File: src/rtl/stopwatch_pkg.sv
`default_nettype none
// ============================================================================
//  Module      : stopwatch_pkg
//  Description : Shared types and constants for the stopwatch time counter:
//                control-FSM state encoding, BCD field width, per-field
//                terminal values and a small integer-to-BCD helper.
//  Ports       : none (package)
//  Revision    : 1.0  initial release
// ============================================================================
package stopwatch_pkg;

    // Control FSM states; explicit 3-bit encoding.
    typedef enum logic [2:0] {
        IDLE        = 3'd0,
        RUN         = 3'd1,
        STOPPED     = 3'd2,
        LAP         = 3'd3,
        LAP_STOPPED = 3'd4
    } state_t;

    localparam int                   BCD_WIDTH = 8;
    localparam logic [BCD_WIDTH-1:0] CS_MAX    = 8'h99;
    localparam logic [BCD_WIDTH-1:0] SEC_MAX   = 8'h59;

    // Converts 0..99 into two packed BCD digits {tens, ones}.
    function automatic logic [BCD_WIDTH-1:0] to_bcd2(input int unsigned value);
        int unsigned tens;
        int unsigned ones;
        tens = value / 10;
        ones = value % 10;
        return {tens[3:0], ones[3:0]};
    endfunction

endpackage : stopwatch_pkg
`default_nettype wire

File: src/rtl/bcd_mod_counter.sv
`default_nettype none
// ============================================================================
//  Module      : bcd_mod_counter
//  Description : Two-digit BCD counter that counts 00..MAX_BCD and wraps to
//                00. o_carry is high in the cycle an enabled count wraps, so
//                instances chain by feeding o_carry into the next i_en.
//  Ports       : clk      - clock, rising edge
//                rst      - synchronous active-high reset
//                i_en     - advance by one this cycle
//                i_clr    - synchronous clear (priority over i_en)
//                o_count  - current value, two BCD digits
//                o_carry  - wrap indication (combinational)
//  Revision    : 1.0  initial release
// ============================================================================
module bcd_mod_counter
    import stopwatch_pkg::*;
#(
    parameter logic [BCD_WIDTH-1:0] MAX_BCD = 8'h99
) (
    input  logic                 clk,
    input  logic                 rst,
    input  logic                 i_en,
    input  logic                 i_clr,
    output logic [BCD_WIDTH-1:0] o_count,
    output logic                 o_carry
);

    logic [BCD_WIDTH-1:0] r_count;
    logic [BCD_WIDTH-1:0] w_count_inc;
    logic                 w_at_max;

    assign w_at_max = (r_count == MAX_BCD);

    // Decimal increment: the ones digit rolls 9 -> 0 and bumps the tens digit.
    always_comb begin
        w_count_inc = r_count;
        if (r_count[3:0] == 4'd9) begin
            w_count_inc = {r_count[7:4] + 4'd1, 4'd0};
        end else begin
            w_count_inc = {r_count[7:4], r_count[3:0] + 4'd1};
        end
    end

    always_ff @(posedge clk) begin
        if (rst || i_clr) begin
            r_count <= '0;
        end else if (i_en) begin
            r_count <= w_at_max ? '0 : w_count_inc;
        end
    end

    assign o_count = r_count;
    assign o_carry = i_en && w_at_max;

endmodule : bcd_mod_counter
`default_nettype wire

File: src/rtl/stopwatch_time_counter.sv
`default_nettype none
// ============================================================================
//  Module      : stopwatch_time_counter
//  Description : Turns the 100 Hz square wave into a one-cycle tick in the
//                CLK_50_MHz domain and accumulates elapsed time as BCD
//                MM:SS.cc under a start/stop/lap/clear control FSM. Outputs
//                show the live count, or the captured lap value while a lap
//                view is active.
//  Ports       : CLK_50_MHz   - system clock, rising edge
//                reset        - synchronous active-high reset
//                clk_100hz_in - 100 Hz square wave from the divider
//                start_stop   - one-cycle pulse, toggles run/stop
//                lap          - one-cycle pulse, freezes/releases display
//                clear        - one-cycle pulse, zero the count
//                cs_bcd       - centiseconds, BCD 00..99
//                sec_bcd      - seconds, BCD 00..59
//                min_bcd      - minutes, BCD 00..MINUTE_LIMIT-1
//                running      - high in RUN or LAP
//                lap_active   - high in LAP or LAP_STOPPED
//                overflow     - sticky, set when the count wraps past max
//  Revision    : 1.0  initial release
// ============================================================================
module stopwatch_time_counter
    import stopwatch_pkg::*;
#(
    parameter int SYNC_STAGES  = 0,
    parameter int MINUTE_LIMIT = 60
) (
    input  logic                 CLK_50_MHz,
    input  logic                 reset,
    input  logic                 clk_100hz_in,
    input  logic                 start_stop,
    input  logic                 lap,
    input  logic                 clear,
    output logic [BCD_WIDTH-1:0] cs_bcd,
    output logic [BCD_WIDTH-1:0] sec_bcd,
    output logic [BCD_WIDTH-1:0] min_bcd,
    output logic                 running,
    output logic                 lap_active,
    output logic                 overflow
);

    localparam logic [BCD_WIDTH-1:0] c_min_max = to_bcd2(MINUTE_LIMIT - 1);

    // ------------------------------------------------------------------
    // Input conditioning and rising-edge detect
    // ------------------------------------------------------------------
    logic w_in_sync;
    logic r_prev;
    logic w_tick;

    generate
        if (SYNC_STAGES == 0) begin : g_no_sync
            assign w_in_sync = clk_100hz_in;
        end else begin : g_sync
            logic [SYNC_STAGES-1:0] r_sync;
            always_ff @(posedge CLK_50_MHz) begin
                if (reset) begin
                    r_sync <= '0;
                end else begin
                    r_sync[0] <= clk_100hz_in;
                    for (int i = 1; i < SYNC_STAGES; i++) begin
                        r_sync[i] <= r_sync[i-1];
                    end
                end
            end
            assign w_in_sync = r_sync[SYNC_STAGES-1];
        end
    endgenerate

    // prev is only cleared by reset; clear must not create a spurious edge.
    always_ff @(posedge CLK_50_MHz) begin
        if (reset) begin
            r_prev <= 1'b0;
        end else begin
            r_prev <= w_in_sync;
        end
    end

    assign w_tick = w_in_sync && !r_prev;

    // ------------------------------------------------------------------
    // Control FSM
    // ------------------------------------------------------------------
    state_t r_state;
    state_t w_state_lap;
    state_t w_state_next;
    logic   w_capture;

    // lap is applied first; start_stop then acts on the post-lap state.
    always_comb begin
        w_state_lap  = r_state;
        w_state_next = r_state;
        w_capture    = 1'b0;

        if (lap) begin
            case (r_state)
                RUN: begin
                    w_state_lap = LAP;
                    w_capture   = 1'b1;
                end
                LAP:         w_state_lap = RUN;
                LAP_STOPPED: w_state_lap = STOPPED;
                default:     w_state_lap = r_state;
            endcase
        end

        w_state_next = w_state_lap;
        if (start_stop) begin
            case (w_state_lap)
                IDLE:        w_state_next = RUN;
                RUN:         w_state_next = STOPPED;
                STOPPED:     w_state_next = RUN;
                LAP:         w_state_next = LAP_STOPPED;
                LAP_STOPPED: w_state_next = LAP;
                default:     w_state_next = IDLE;
            endcase
        end

        if (clear) begin
            w_state_next = IDLE;
            w_capture    = 1'b0;
        end
    end

    always_ff @(posedge CLK_50_MHz) begin
        if (reset) begin
            r_state <= IDLE;
        end else begin
            r_state <= w_state_next;
        end
    end

    // ------------------------------------------------------------------
    // Time count: cs -> sec -> min carry chain
    // ------------------------------------------------------------------
    logic                 w_count_en;
    logic                 w_cs_carry;
    logic                 w_sec_carry;
    logic                 w_min_carry;
    logic [BCD_WIDTH-1:0] w_cs;
    logic [BCD_WIDTH-1:0] w_sec;
    logic [BCD_WIDTH-1:0] w_min;

    // Gated by the registered state so a coincident start_stop cannot
    // change whether this tick counts.
    assign w_count_en = w_tick && ((r_state == RUN) || (r_state == LAP));

    bcd_mod_counter #(.MAX_BCD(CS_MAX)) u_cs_counter (
        .clk     (CLK_50_MHz),
        .rst     (reset),
        .i_en    (w_count_en),
        .i_clr   (clear),
        .o_count (w_cs),
        .o_carry (w_cs_carry)
    );

    bcd_mod_counter #(.MAX_BCD(SEC_MAX)) u_sec_counter (
        .clk     (CLK_50_MHz),
        .rst     (reset),
        .i_en    (w_cs_carry),
        .i_clr   (clear),
        .o_count (w_sec),
        .o_carry (w_sec_carry)
    );

    bcd_mod_counter #(.MAX_BCD(c_min_max)) u_min_counter (
        .clk     (CLK_50_MHz),
        .rst     (reset),
        .i_en    (w_sec_carry),
        .i_clr   (clear),
        .o_count (w_min),
        .o_carry (w_min_carry)
    );

    logic r_overflow;

    always_ff @(posedge CLK_50_MHz) begin
        if (reset || clear) begin
            r_overflow <= 1'b0;
        end else if (w_min_carry) begin
            r_overflow <= 1'b1;
        end
    end

    // ------------------------------------------------------------------
    // Lap capture and display mux
    // ------------------------------------------------------------------
    logic [BCD_WIDTH-1:0] r_lap_cs;
    logic [BCD_WIDTH-1:0] r_lap_sec;
    logic [BCD_WIDTH-1:0] r_lap_min;

    always_ff @(posedge CLK_50_MHz) begin
        if (reset || clear) begin
            r_lap_cs  <= '0;
            r_lap_sec <= '0;
            r_lap_min <= '0;
        end else if (w_capture) begin
            r_lap_cs  <= w_cs;
            r_lap_sec <= w_sec;
            r_lap_min <= w_min;
        end
    end

    logic w_lap_view;

    assign w_lap_view = (r_state == LAP) || (r_state == LAP_STOPPED);

    assign cs_bcd     = w_lap_view ? r_lap_cs  : w_cs;
    assign sec_bcd    = w_lap_view ? r_lap_sec : w_sec;
    assign min_bcd    = w_lap_view ? r_lap_min : w_min;
    assign running    = (r_state == RUN) || (r_state == LAP);
    assign lap_active = w_lap_view;
    assign overflow   = r_overflow;

endmodule : stopwatch_time_counter
`default_nettype wire

File: config.mk
export PLATFORM = sky130hd
export DESIGN_NAME = stopwatch_time_counter
export DESIGN_NICKNAME = d
export VERILOG_FILES = /design/src/rtl/stopwatch_pkg.sv /design/src/rtl/bcd_mod_counter.sv /design/src/rtl/stopwatch_time_counter.sv
export SDC_FILE = /design/constraint.sdc
export NUM_CORES = 1
export LEC_CHECK = 0
export ABC_AREA = 1
export CORE_MARGIN = 3
export CORE_UTILIZATION = 43
export DETAILED_ROUTE_END_ITERATION = 7
export PLACE_DENSITY = 0.66
export SKIP_LAST_GASP = 1
export SLEW_MARGIN = 0
export SYNTH_ARGS = -nofsm -noshare
export SYNTH_HDL_FRONTEND = slang
export SYNTH_SLANG_ARGS = --single-unit
File: constraint.sdc
create_clock -name CLK_50_MHz -period 1.4 [get_ports CLK_50_MHz]
set_input_delay 0.21 -clock CLK_50_MHz [delete_from_list [all_inputs] [get_ports CLK_50_MHz]]
set_output_delay 0.21 -clock CLK_50_MHz [all_outputs]
set_load 0.05 [all_outputs]
==> impl_metrics.py <==
metrics = {
    "layout": {
        "drive_gt1_share_pct": 48.4,
        "fillers": 323,
        "final_cells": 585,
        "utilization_pct": 82.3,
        "diodes": 0,
        "multi_input_comb_area_mm2": 0.00205,
        "num-nets-final": 525,
        "seq_area_mm2": 0.00108,
        "area_growth_syn_to_layout_pct": 80.0,
        "fin_area_mm2": 0.00505,
    },
    "timing": {
        "fin_ws_ns": -0.465,
        "tightest_slew_ns": 0.315,
        "timing.fmax_mhz": 536,
        "period_needed_ns": 1.87,
        "finClkSkew_ns": 0.0162,
        "hold_viol_final": 0,
        "relSlewSlack_pct": 78.9,
        "grt_setup_unrepaired": "true",
        "fin_crit_sh_pct": 133,
        "finalSetupViolations": 61,
        "finalMaxSlewViolations": 0,
    },
    "critical_path": {
        "start_kind": "flip-flop",
        "critical_path_class": "reg -> out",
        "required_ns": 1.19,
        "path_cells": "nor2_4, nand2_2, o21ai_4, buf_12, buf_16, buf_4, o21ai_4, buf_12",
        "cp.arrival_ns": 1.66,
        "cpLargestDelayFamily": "buffers and inverters",
        "max_stage_delay_ns": 0.39,
        "crit_buf_inv": 4,
        "worstPathMaxFanout": 11,
        "cpMaxStageDelayCell": "dfxtp_4",
        "cp-end-kind": "output pin",
    },
    "run": {
        "cap_violations": 0,
    },
    "detailed_routing": {
        "dr.pass1.iters": 4,
        "avgViaCountPerCell": 5.36,
        "drc": 0,
        "routed_wl_mm": 9.70,
        "vias": 3133,
        "wire_per_inst_um": 16.6,
        "ant_nets": 0,
        "drtIter0Drc": 208,
    },
    "clocking": {
        "clkLatencyLatePin_ns": 0.33,
        "cts.sinks": 53,
        "cts_htree_levels": 2,
        "max-clock-path-buffers": 2,
        "cts-root-buf": "clkbuf_8",
        "clk_pin_slew_ns": 0.10,
        "tritoncts": "yes",
        "cts_inserted_buffers": 5,
    },
    "yosys": {
        "netlist_instances": 402,
        "ys_top_cells_by_area": "dfxtp_1 38%, nand2_1 9.9%, o21ai_0 9.6%",
        "yosysMostFrequentCell": "nand2_1",
        "syn_nets": 418,
        "yosysTopAreaCell": "dfxtp_1",
        "ys_top_cells_by_count": "74 x nand2_1, 66 x inv_1, 54 x o21ai_0",
        "synth_edf_count": 0,
        "ys.flop_type": "dfxtp_1",
        "yosys_warnings": 0,
        "ys_seq_elements": 53,
        "synth_area_per_cell_um2": 6.98,
        "synth_cell_types": 29,
        "ys_seq_area_share_pct": 37.8,
        "syn_area_mm2": 0.00281,
        "ys_async_sr_fraction_pct": 0,
        "synth_top_area_share_pct": 37.8,
    },
    "power_and_ir_drop": {
        "leakagePower_nw": 1.84,
        "p_int_mw": 2.06,
        "p_per_area_mw_per_mm2": 566,
        "swShare_pct": 27.7,
        "p_comb_share_pct": 13.7,
        "pwr-share-clk_pct": 32.8,
        "seq_power_share_pct": 53.4,
        "switching_power_uw": 792,
        "vdd_drop_max_mv": 0.679,
    },
    "placement": {
        "placed_area_mm2": 0.00420,
        "post-place-ws_ns": -0.218,
        "port-buffer-count": 32,
        "hpwl_mm": 5.10,
        "placedCellCount": 554,
        "routabilityCongestion": 0.872,
    },
    "outcome": {
        "violations": "setup timing",
        "outcome": "complete, but fails checks",
    },
    "global_routing": {
        "antenna_found_initial": 0,
        "grt_max_degree": 45,
        "overflow": 0,
        "grt_pass1_vias": 2862,
        "grt_pass1_wl_mm": 12.2,
        "grt_util_all_layers_pct": 19.5,
    },
    "die": {
        "start_util_pct": 45.8,
        "pin_count": 33,
        "die_width_um": 86.8,
        "rows": 28,
        "die_area_mm2": 0.00753,
        "core_area_mm2": 0.00613,
        "die_h_um": 86.8,
    },
    "worst_hold_path": {
        "hp-class": "in -> reg",
    },
}
==> flip-flops by register name, summed over array words and instances, names as in the netlist <==
signal / count
r_prev: 1
u_cs_counter.o_count: 8
u_sec_counter.o_count: 8
r_state: 3
r_lap_cs: 8
u_min_counter.o_count: 8
overflow: 1
r_lap_sec: 8
r_lap_min: 8
==> through the flow <==
stage,TNS [ns],power [mW],hold WS [ns]
after floorplan,-0.00152,1.72,0.281
after global placement,-6.00,1.84,0.430
after detailed placement,-7.35,1.84,0.436
after CTS,-10.02,2.75,0.416
after global routing,-17.60,2.96,0.428
final,-12.32,2.86,0.413
==> worst paths after layout <==
kind                                                            start                                    end  slack, ns  cells past startpoint
worst min-delay path                                     clk_100hz_in                      r_prev$_SDFF_PP0_       0.41                      3
worst max register to register  u_sec_counter.o_count[1]$_SDFFE_PP0P_  u_sec_counter.o_count[7]$_SDFFE_PP0P_      -0.09                      9
worst min register to register               r_lap_cs[1]$_SDFFE_PP0P_               r_lap_cs[1]$_SDFFE_PP0P_       0.45                      2
worst max-delay path                            r_state[0]$_SDFF_PP0_                             min_bcd[2]      -0.47                      8
==> cell type report <==
type                            count  area share (%)
Multi-Input combinational cell    266            40.6
Timing Repair Buffer              115            28.9
Sequential cell                    53            21.5
Inverter                           68            5.30
Tap cell                           75            1.86
Clock buffer                        5            1.36
Clock inverter                      3           0.496
==> worst register-to-register path, delay by kind of cell (launching register included) <==
family / cells / cell delay (ns)
fa+ha+maj: 1 / 0.14
compound gates: 1 / 0.17
flops: 1 / 0.34
buf+inv: 3 / 0.35
simple gates: 4 / 0.45
==> cells by family (layout without fill, tap and decap cells) <==
kind of cell	Yosys count	count (layout)	share of synthesized area (%)
DFF	53	53	37.8
and+or+nand+nor	147	147	25.3
xor gates and xnor gates	3	3	0.937
adders and majority gates	10	10	4.46
buffers and inverters	83	191	12.1
AOI/OAI and AO/OA	106	106	19.4
==> power groups by stage <==
| stage | registers [mW] | logic (mW) | clock network, mW |
|---|---|---|---|
| after global placement | 1.56 | 0.278 | 0 |
| after CTS | 1.53 | 0.286 | 0.943 |
| final | 1.53 | 0.392 | 0.938 |
| after detailed placement | 1.56 | 0.282 | 0 |
| after global routing | 1.53 | 0.416 | 1.02 |
| after floorplan | 1.56 | 0.162 | 0 |
==> placed cells by master (no fill, tap or decap), types with 2 or more instances in the layout <==
cell type / Yosys / final
nor3_2: 1 / 3
o21ai_0: 54 / 7
a211oi_2: 0 / 2
a21oi_4: 0 / 4
clkdlybuf4s50_1: 0 / 5
buf_12: 0 / 32
inv_6: 0 / 2
ha_4: 0 / 4
o21ai_4: 0 / 22
inv_1: 66 / 58
nor2_4: 5 / 12
nand2_2: 1 / 9
a21oi_2: 0 / 18
dfxtp_1: 53 / 39
dfxtp_4: 0 / 2
nand4_1: 2 / 2
o21ai_2: 1 / 15
nand3_1: 22 / 17
nor3_1: 7 / 5
buf_6: 2 / 14
inv_2: 2 / 9
buf_8: 0 / 3
buf_4: 2 / 55
ha_1: 10 / 6
nand2_4: 1 / 4
nor2_1: 26 / 21
a21oi_1: 46 / 24
xor2_1: 3 / 3
clkbuf_16: 0 / 5
nand3_2: 3 / 5
clkbuf_8: 0 / 5
nand2_1: 74 / 62
o21ai_1: 1 / 12
dfxtp_2: 0 / 12
nand3_4: 1 / 4
==> per-layer routing <==
| layer | up-vias | global-route usage [%] | routed length (um) | share of wire [%] |
|---|---|---|---|---|
| met5 | - | 0 | 0 | 0 |
| met2 | 100 | 34.6 | 5120 | 53 |
| met4 | 0 | 6.80 | 291 | 3.0 |
| met1 | 1499 | 23.8 | 3780 | 39 |
| li1 | 1507 | - | - | - |
| met3 | 27 | 3.23 | 510 | 5.3 |
==> timing repair <==
action,CTS,global route
resized for setup,17,135
hold buffers,0,0
buffers inserted,2,12
pin swaps,9,32
endpoints found under the setup margin,57,74
cloned,0,9
Power figures use the tool's default switching activity.
